==> src/rtl/riscv_pkg.sv <==
// riscv_pkg: constants shared by the fetch front end and the control unit
package riscv_pkg;

    localparam int          PC_STEP = 4;
    localparam logic [31:0] NOP     = 32'h0000_0013;

    localparam logic [6:0] OP_LUI    = 7'b0110111;
    localparam logic [6:0] OP_AUIPC  = 7'b0010111;
    localparam logic [6:0] OP_JAL    = 7'b1101111;
    localparam logic [6:0] OP_JALR   = 7'b1100111;
    localparam logic [6:0] OP_BRANCH = 7'b1100011;
    localparam logic [6:0] OP_LOAD   = 7'b0000011;
    localparam logic [6:0] OP_STORE  = 7'b0100011;
    localparam logic [6:0] OP_IMM    = 7'b0010011;
    localparam logic [6:0] OP_REG    = 7'b0110011;
    localparam logic [6:0] OP_SYSTEM = 7'b1110011;

endpackage

==> src/rtl/fetch_fifo.sv <==
// fetch_fifo: synchronous FIFO with registered storage, flush, and occupancy count
module fetch_fifo #(
    parameter  int DEPTH = 2,
    parameter  int WIDTH = 96,
    localparam int AW    = $clog2(DEPTH)
) (
    input  logic             clk,
    input  logic             rst,
    input  logic             push,
    input  logic             pop,
    input  logic             flush,
    input  logic [WIDTH-1:0] din,
    output logic [WIDTH-1:0] dout,
    output logic             full,
    output logic             empty,
    output logic [AW:0]      count
);

    logic [WIDTH-1:0] mem [DEPTH];
    logic [AW-1:0]    rd_ptr;
    logic [AW-1:0]    wr_ptr;
    logic             do_push;
    logic             do_pop;

    assign empty   = count == '0;
    assign full    = count == (AW+1)'(DEPTH);
    assign do_pop  = pop && !empty;
    assign do_push = push && (!full || do_pop);
    assign dout    = empty ? '0 : mem[rd_ptr];

    // pointers and occupancy; flush and reset clear everything, a pop frees its slot for a same-cycle push
    always_ff @(posedge clk) begin
        if (rst || flush) begin
            rd_ptr <= '0;
            wr_ptr <= '0;
            count  <= '0;
        end else begin
            if (do_push) wr_ptr <= wr_ptr + AW'(1);
            if (do_pop) rd_ptr <= rd_ptr + AW'(1);
            count <= count + (AW+1)'(do_push) - (AW+1)'(do_pop);
        end
    end

    // storage write; contents need no reset because dout is masked while empty
    always_ff @(posedge clk) begin
        if (do_push && !flush && !rst) mem[wr_ptr] <= din;
    end

endmodule

==> src/rtl/instruction_fetch.sv <==
// instruction_fetch: PC, credit-limited in-order imem requests, response buffering and redirect flush
module instruction_fetch
    import riscv_pkg::*;
#(
    parameter int                  WORDSIZE         = 64,
    parameter int                  INSTRUCTION_SIZE = 32,
    parameter logic [WORDSIZE-1:0] RESET_PC         = '0,
    parameter int                  FIFO_DEPTH       = 2
) (
    input  logic                        clk,
    input  logic                        rst,
    output logic                        imem_req_valid,
    input  logic                        imem_req_ready,
    output logic [WORDSIZE-1:0]         imem_req_addr,
    input  logic                        imem_resp_valid,
    input  logic [INSTRUCTION_SIZE-1:0] imem_resp_data,
    input  logic                        redirect_valid,
    input  logic [WORDSIZE-1:0]         redirect_pc,
    output logic                        instr_valid,
    input  logic                        instr_ready,
    output logic [INSTRUCTION_SIZE-1:0] instruction,
    output logic [WORDSIZE-1:0]         instr_pc
);

    localparam int                  CW   = $clog2(2 * FIFO_DEPTH) + 1;
    localparam int                  FW   = $clog2(FIFO_DEPTH) + 1;
    localparam int                  EW   = WORDSIZE + INSTRUCTION_SIZE;
    localparam logic [WORDSIZE-1:0] STEP = WORDSIZE'(PC_STEP);

    logic [WORDSIZE-1:0] pc;
    logic [WORDSIZE-1:0] resp_pc;
    logic [WORDSIZE-1:0] target;
    logic [CW-1:0]       outstanding;
    logic [CW-1:0]       outstanding_next;
    logic [CW-1:0]       drop_cnt;
    logic [CW-1:0]       live;
    logic [FW-1:0]       fifo_count;
    logic                fifo_full;
    logic                fifo_empty;
    logic                req_fire;
    logic                resp_ok;
    logic                push;
    logic                pop;
    logic [EW-1:0]       fifo_dout;

    // live counts only in-flight requests whose data will actually be kept
    assign live             = outstanding - drop_cnt;
    assign imem_req_valid   = !rst
                              && ((CW+1)'(fifo_count) + (CW+1)'(live) < (CW+1)'(FIFO_DEPTH))
                              && (outstanding < CW'(2 * FIFO_DEPTH));
    assign imem_req_addr    = pc;
    assign req_fire         = imem_req_valid && imem_req_ready;
    assign resp_ok          = imem_resp_valid && !rst && outstanding != '0;
    assign outstanding_next = outstanding + CW'(req_fire) - CW'(resp_ok);
    assign push             = resp_ok && drop_cnt == '0 && !redirect_valid;
    assign pop              = instr_valid && instr_ready && !redirect_valid;
    assign target           = redirect_pc & ~WORDSIZE'(PC_STEP - 1);
    assign instr_valid      = !fifo_empty;
    assign instruction      = fifo_dout[INSTRUCTION_SIZE-1:0];
    assign instr_pc         = fifo_dout[EW-1:INSTRUCTION_SIZE];

    // fetch/response PCs and in-flight bookkeeping; a redirect marks everything still in flight as stale
    always_ff @(posedge clk) begin
        if (rst) begin
            pc          <= RESET_PC;
            resp_pc     <= RESET_PC;
            outstanding <= '0;
            drop_cnt    <= '0;
        end else begin
            outstanding <= outstanding_next;
            pc          <= redirect_valid ? target : req_fire ? pc + STEP : pc;
            resp_pc     <= redirect_valid ? target : push ? resp_pc + STEP : resp_pc;
            drop_cnt    <= redirect_valid ? outstanding_next
                         : (resp_ok && drop_cnt != '0) ? drop_cnt - CW'(1) : drop_cnt;
        end
    end

    fetch_fifo #(
        .DEPTH (FIFO_DEPTH),
        .WIDTH (EW)
    ) u_fifo (
        .clk   (clk),
        .rst   (rst),
        .push  (push),
        .pop   (pop),
        .flush (redirect_valid),
        .din   ({resp_pc, imem_resp_data}),
        .dout  (fifo_dout),
        .full  (fifo_full),
        .empty (fifo_empty),
        .count (fifo_count)
    );

    // simulation checks: no response without a request, and the credit rule never overfills the buffer
    always_ff @(posedge clk) begin
        if (!rst) begin
            assert (!(imem_resp_valid && outstanding == '0));
            assert (!(push && fifo_full && !pop));
        end
    end

endmodule

==> config.mk <==
export PLATFORM = sky130hd
export DESIGN_NAME = instruction_fetch
export DESIGN_NICKNAME = d
export VERILOG_FILES = /design/src/rtl/riscv_pkg.sv /design/src/rtl/fetch_fifo.sv /design/src/rtl/instruction_fetch.sv
export SDC_FILE = /design/constraint.sdc
export NUM_CORES = 1
export LEC_CHECK = 0
export BUFFER_PORTS_ARGS = -buffer_cell sky130_fd_sc_hd__buf_2
export CAP_MARGIN = 20
export CORE_MARGIN = 3
export CORE_UTILIZATION = 60
export DETAILED_ROUTE_END_ITERATION = 12
export PLACE_DENSITY_LB_ADDON = 0.08
export SLEW_MARGIN = 10
export SYNTH_ARGS = -nofsm -noshare
export SYNTH_HDL_FRONTEND = slang
export SYNTH_SLANG_ARGS = --single-unit
==> constraint.sdc <==
create_clock -name clk -period 14.8 [get_ports clk]
set_input_delay 0.74 -clock clk [delete_from_list [all_inputs] [get_ports clk]]
set_output_delay 0.74 -clock clk [all_outputs]
set_load 0.005 [all_outputs]
==> impl_metrics.py, run 1 <==
metrics = {
    "finish": {
        "final_area_mm2": 0.0171,
        "drive_gt1_share_pct": 21.2,
        "regArea_mm2": 0.00835,
        "fill_cells": 1730,
        "syn_to_final_growth_pct": 18.0,
        "finalNetCount": 1669,
        "multi_input_area_mm2": 0.00565,
    },
    "logic_synthesis": {
        "syn_inst": 1312,
        "synth_top_area_cell": "edfxtp_1",
        "syn_area_mm2": 0.0145,
        "synth_ff_type": "edfxtp_1",
        "postSynthAreaPerCell_um2": 11.1,
        "yosys.cell_count.top_type": "edfxtp_1",
        "ys_ff_latch": 323,
        "async_reset_ff_share_pct": 0,
        "synthTopCellsByCount": "188 x edfxtp_1, 144 x nor2_1, 135 x dfxtp_1",
        "ys_warn_count": 0,
        "synth-seq-area-share_pct": 57.5,
        "synth_edf_count": 188,
        "synth_cell_types": 53,
        "synth_area_leaders": "edfxtp_1 39%, dfxtp_1 19%, mux2i_1 6.6%",
        "netlist.area_leader.share_pct": 38.9,
    },
    "clocking": {
        "htreeDepth": 2,
        "clock_sinks": 323,
        "clock_path_buffers": 3,
        "clock_latency_ps": 510,
        "root_buffer": "clkbuf_16",
        "path_clk_slew_ps": 60,
        "cts_tree": "built",
        "ctsResizeCount": 0,
        "post_cts_buffers": 0,
        "hold_buffers": 0,
        "cts_buffers": 35,
    },
    "die": {
        "initial_core_util_pct": 61.5,
        "boundaryPins": 264,
        "die_area_mm2": 0.0261,
        "core.rowCount": 56,
        "die_w_um": 162,
        "die-height_um": 162,
        "core_region_area_mm2": 0.0236,
    },
    "status": {
        "status": "complete, no violations",
    },
    "worst_setup_path": {
        "slowest_stage": "nand4_1",
        "critPathKind": "register to register",
        "start_kind": "register",
        "cp_max_fo": 14,
        "endpoint_kind": "register",
        "required_ps": 15200,
        "cp_top_family": "simple AND/OR/NAND/NOR gates",
        "rrSetupSlack_ps": 10500,
        "critPathMaxStageDelay_ps": 590,
        "reg2reg_depth": 11,
        "cp.arrival_ps": 4700,
        "cp_cell_sequence": "inv_1 -> ha_1 -> inv_1 -> fa_1 -> fa_1 -> nor4b_1 -> and3_1 -> o21a_1 -> nand4_1 -> o31a_1 -> o31a_1",
        "critPathBufInv": 2,
        "r2r-end": "imem_req_addr[61]$_SDFFE_PP0P_",
        "r2r-start": "outstanding[0]$_SDFF_PP0_",
    },
    "power_and_ir_drop": {
        "power.leakage_nw": 6.28,
        "power.density_mw_per_mm2": 120,
        "ir_drop_v": 0.0000805,
    },
    "global_routing": {
        "grt_pass1_vias": 10358,
        "grt_util_all_layers_pct": 26.4,
        "grt_pass1_wl_um": 55200,
        "grt_max_degree": 97,
        "antenna_found_initial": 0,
        "overflow": 0,
    },
    "sta": {
        "fin_crit_sh_pct": 29.1,
        "hold_viol": 0,
        "final.min_clock_period_ps": 4300,
        "worst_slack_ps": 10500,
        "worst_slew_pin_slew_ps": 1110,
        "finalClockSkew_ps": 18.6,
        "rsz0062_at_grt": "false",
        "setup_violations": 0,
        "timing.fmax_ghz": 0.232,
        "relSlewSlack_pct": 25.7,
        "drv_slew": 0,
        "fin_tns_setup_ps": 0,
        "whs_ps": 411,
    },
    "placement": {
        "place_congestion": 0.886,
        "pre_cts_slack_ps": 10540,
        "place_area_mm2": 0.0161,
        "hpwlAfterDp_um": 23600,
        "port_buffers": 257,
    },
    "run": {
        "drv_cap": 0,
    },
    "min_path": {
        "hold_depth": 1,
        "hold_path.startpoint": "imem_resp_data[12]",
        "hp-class": "primary input to register",
        "min_to": "u_fifo.mem[0][12]$_DFFE_PP_",
    },
    "routing": {
        "drtPass1Iterations": 5,
        "antenna_left": 0,
        "drc": 0,
        "drtIter0Drc": 798,
        "routed_wl_um": 35200,
        "vias": 10788,
        "vias_per_cell": 5.67,
        "wl_per_cell_um": 18.5,
    },
}
## metal layers
layer,routed length [um],track usage (%),vias to the layer above
met5,0,0,-
met4,758,7.31,0
met3,2900,4.74,54
met2,15600,39.4,439
met1,15900,40.0,5112
li1,-,-,5183
## power by group
group | internal [mW] | switching (mW)
clock | 0.455 | 0.343
combinational | 0.0935 | 0.120
sequential | 1.00 | 0.0463
total | 1.55 | 0.510
## layout make-up
| type | instances | share of cell area, % |
|---|---|---|
| Timing Repair Buffer | 270 | 8.19 |
| Sequential cell | 323 | 48.7 |
| Clock buffer | 47 | 5.56 |
| Multi-Input combinational cell | 850 | 33.0 |
| Tap cell | 319 | 2.33 |
| Clock inverter | 17 | 0.577 |
| Antenna cell | 1 | 0.0146 |
| Inverter | 74 | 1.62 |
## registers in the layout (all words and copies together) (netlist names), named ones only
register       flops
drop_cnt           3
u_fifo.count       2
imem_req_addr     62
u_fifo.wr_ptr      1
u_fifo.mem       188
outstanding        3
resp_pc           62
u_fifo.rd_ptr      1
## worst max path at each step
| stage | from | cells past startpoint | slack, ps | endpoint |
|---|---|---|---|---|
| 2_1_floorplan | rst | 5 | 8470 | u_fifo.mem[0][0]$_DFFE_PP_ |
| 3_3_place_gp | rst | 7 | 10550 | u_fifo.mem[0][90]$_DFFE_PP_ |
| 3_5_place_dp | rst | 7 | 10540 | u_fifo.mem[0][91]$_DFFE_PP_ |
| 4_1_cts | outstanding[0]$_SDFF_PP0_ | 11 | 10540 | imem_req_addr[59]$_SDFFE_PP0P_ |
| 5_1_grt | outstanding[0]$_SDFF_PP0_ | 11 | 10300 | imem_req_addr[61]$_SDFFE_PP0P_ |
| 6_report | outstanding[0]$_SDFF_PP0_ | 11 | 10500 | imem_req_addr[61]$_SDFFE_PP0P_ |
## cell families (layout without fill, tap and decap cells)
family,count (synthesis),in the layout,share of synthesized area [%]
XOR/XNOR,115,115,6.94
adder cells (fa/ha/maj),13,13,1.28
flip-flops,323,323,57.5
other,1,5,0.0258
buffers and inverters,142,408,3.78
AND/OR/NAND/NOR,417,417,14.3
AO/OA/AOI/OAI,205,205,9.56
multiplexers,96,96,6.62
## per-stage QoR
stage | std cells | total power, mW | util (%)
floorplan | 1315 | 1.20 | -
global placement | 1835 | 1.27 | 68.0
detailed placement | 1835 | 1.28 | 68.0
CTS | 1899 | 2.07 | 72.5
global route | 1900 | 2.14 | 72.6
finish | 1901 | 2.06 | 72.6
## cells in the final DEF (no fill, tap or decap), types with 46 or more instances in the layout
cell type / instances
a21boi_0: 72
inv_1: 73
xnor2_1: 78
nand2_1: 59
edfxtp_1: 188
a21oi_1: 67
nor2_1: 143
mux2i_1: 96
nand3_1: 46
buf_2: 257
dfxtp_1: 134
Power figures use the tool's default switching activity.
==> inputs of run 2 (changes only) <==
--- a/config.mk
+++ b/config.mk
@@ -8,7 +8,7 @@
 export BUFFER_PORTS_ARGS = -buffer_cell sky130_fd_sc_hd__buf_2
 export CAP_MARGIN = 20
 export CORE_MARGIN = 3
-export CORE_UTILIZATION = 60
+export CORE_UTILIZATION = 51
 export DETAILED_ROUTE_END_ITERATION = 12
 export PLACE_DENSITY_LB_ADDON = 0.08
 export SLEW_MARGIN = 10
==> constraint.sdc (replaced) <==
create_clock -name clk -period 3.6 [get_ports clk]
set_input_delay 0.18 -clock clk [delete_from_list [all_inputs] [get_ports clk]]
set_output_delay 0.18 -clock clk [all_outputs]
set_load 0.005 [all_outputs]
==> impl_metrics.py, run 2 (synthesis results as in run 1) <==
metrics = {
    "die": {
        "die_area_mm2": 0.0305,
        "initial_core_util_pct": 52.0,
        "die_w_um": 175,
        "die-height_um": 175,
        "boundaryPins": 264,
        "core_region_area_mm2": 0.0279,
        "core.rowCount": 61,
    },
    "worst_setup_path": {
        "critPathBufInv": 2,
        "required_ps": 4000,
        "start_kind": "register",
        "slowest_stage": "or4b_4",
        "cp.arrival_ps": 4000,
        "rrSetupSlack_ps": -4,
        "endpoint_kind": "register",
        "cp_max_fo": 3,
        "cp_top_family": "simple AND/OR/NAND/NOR gates",
        "cp_cell_sequence": "inv_2 -> ha_4 -> inv_2 -> fa_1 -> fa_1 -> or4b_4 -> nor4_4 -> nor2_2 -> or4_4 -> or3_1 -> a311oi_1",
        "critPathMaxStageDelay_ps": 580,
        "critPathKind": "register to register",
    },
    "sta": {
        "timing.fmax_ghz": 0.277,
        "relSlewSlack_pct": 31.2,
        "rsz0062_at_grt": "true",
        "worst_slack_ps": -4.16,
        "worst_slew_pin_slew_ps": 1030,
        "setup_violations": 1,
        "fin_tns_setup_ps": -4.16,
        "fin_crit_sh_pct": 100,
        "finalClockSkew_ps": 12.7,
        "drv_slew": 0,
        "hold_viol": 0,
        "final.min_clock_period_ps": 3600,
        "whs_ps": 33.7,
    },
    "routing": {
        "vias": 10980,
        "antenna_left": 0,
        "drc": 0,
        "drtIter0Drc": 728,
        "wl_per_cell_um": 18.2,
        "routed_wl_um": 36900,
        "drtPass1Iterations": 5,
        "vias_per_cell": 5.42,
    },
    "global_routing": {
        "antenna_found_initial": 1,
        "overflow": 0,
        "grt_pass1_wl_um": 56900,
        "grt_pass1_vias": 10415,
        "grt_max_degree": 95,
        "grt_util_all_layers_pct": 23.2,
    },
    "power_and_ir_drop": {
        "ir_drop_v": 0.000324,
        "power.leakage_nw": 6.67,
        "power_mw": 8.69,
        "power.density_mw_per_mm2": 483,
    },
    "finish": {
        "final_common_cell": "buf_2",
        "largest_reg_flops": 188,
        "syn_to_final_growth_pct": 24.1,
        "layout.cells.non_filler": 2025,
        "finalNetCount": 1735,
        "final_area_mm2": 0.0180,
        "regMostFlops": "u_fifo.mem",
        "fill_cells": 2292,
        "final_cell_mix": "257 x buf_2, 188 x edfxtp_1, 141 x nor2_1",
        "drive_gt1_share_pct": 23.5,
        "final_util_pct": 64.5,
    },
    "placement": {
        "place_congestion": 0.877,
        "hpwlAfterDp_um": 25200,
        "port_buffers": 257,
        "place_area_mm2": 0.0164,
        "pre_cts_slack_ps": -90.0,
        "place_inst": 1920,
    },
    "status": {
        "status": "finished with violations",
        "violations": "negative setup slack",
    },
    "clocking": {
        "cts_tree": "built",
        "htreeDepth": 2,
        "path_clk_slew_ps": 60,
        "clock_path_buffers": 3,
        "root_buffer": "clkbuf_16",
        "cts_buffers": 34,
        "clock_sinks": 323,
        "clock_latency_ps": 500,
    },
    "min_path": {
        "hp-class": "primary input to register",
    },
    "run": {
        "drv_cap": 0,
    },
}
run 2: changes by cell type in the layout (fill, tap and decap cells not counted), sizes merged:
cell,delta
clkbuf,+5
dlygate4sd3,+36
buf,+31
diode,+1
clkinv,-9
bufinv,+1
run 2: worst min-delay path: cells and delay by family:
family                 cells  cell delay [ps]
AOI/OAI and AO/OA          2              220
buffers and inverters      1               80
run 2: where the power goes:
part           internal, mW  total, mW  switching (mW)
clock network          2.01       3.37            1.36
logic                 0.472       1.01           0.539
registers              4.12       4.31           0.196
total                  6.60       8.69            2.10
run 2: final cells by class:
type | instances | area (um^2) | share of cell area (%)
antenna | 2 | 5.00 | 0.0278
timing repair buffer | 337 | 2030 | 11.2
inverter | 74 | 278 | 1.54
tap | 378 | 473 | 2.63
multi-input combinational | 850 | 5790 | 32.1
sequential | 323 | 8350 | 46.4
clock buffer | 52 | 1010 | 5.61
clock inverter | 9 | 76.3 | 0.424
run 2: path summary, 6_finish.rpt:
| kind | end | cells past startpoint | from |
|---|---|---|---|
| worst min-delay path | resp_pc[3]$_SDFFE_PP0P_ | 3 | redirect_pc[3] |
| worst min register to register | u_fifo.mem[0][89]$_DFFE_PP_ | 0 | resp_pc[57]$_SDFFE_PP0P_ |
| worst max-delay path | imem_req_addr[24]$_SDFFE_PP0P_ | 11 | outstanding[0]$_SDFF_PP0_ |
| worst max register to register | imem_req_addr[24]$_SDFFE_PP0P_ | 11 | outstanding[0]$_SDFF_PP0_ |
run 2: layer usage:
metal / global-route usage (%) / wire [um] / vias to the layer above / share of wire, %
li1: - / - / 5316 / -
met1: 36.2 / 17600 / 5219 / 48
met2: 34.2 / 15900 / 403 / 43
met3: 3.98 / 2760 / 42 / 7.5
met4: 4.85 / 601 / 0 / 1.6
met5: 0 / 0 / - / 0
run 2: repair_timing:
item                       in CTS  in global routing
buffers inserted                2                  3
hold endpoints to repair       69                  0
gates cloned                    0                  1
gates resized for setup         7                 27
pin swaps                       5                 12
hold buffers                   36                  0
setup endpoints to repair       5                 14
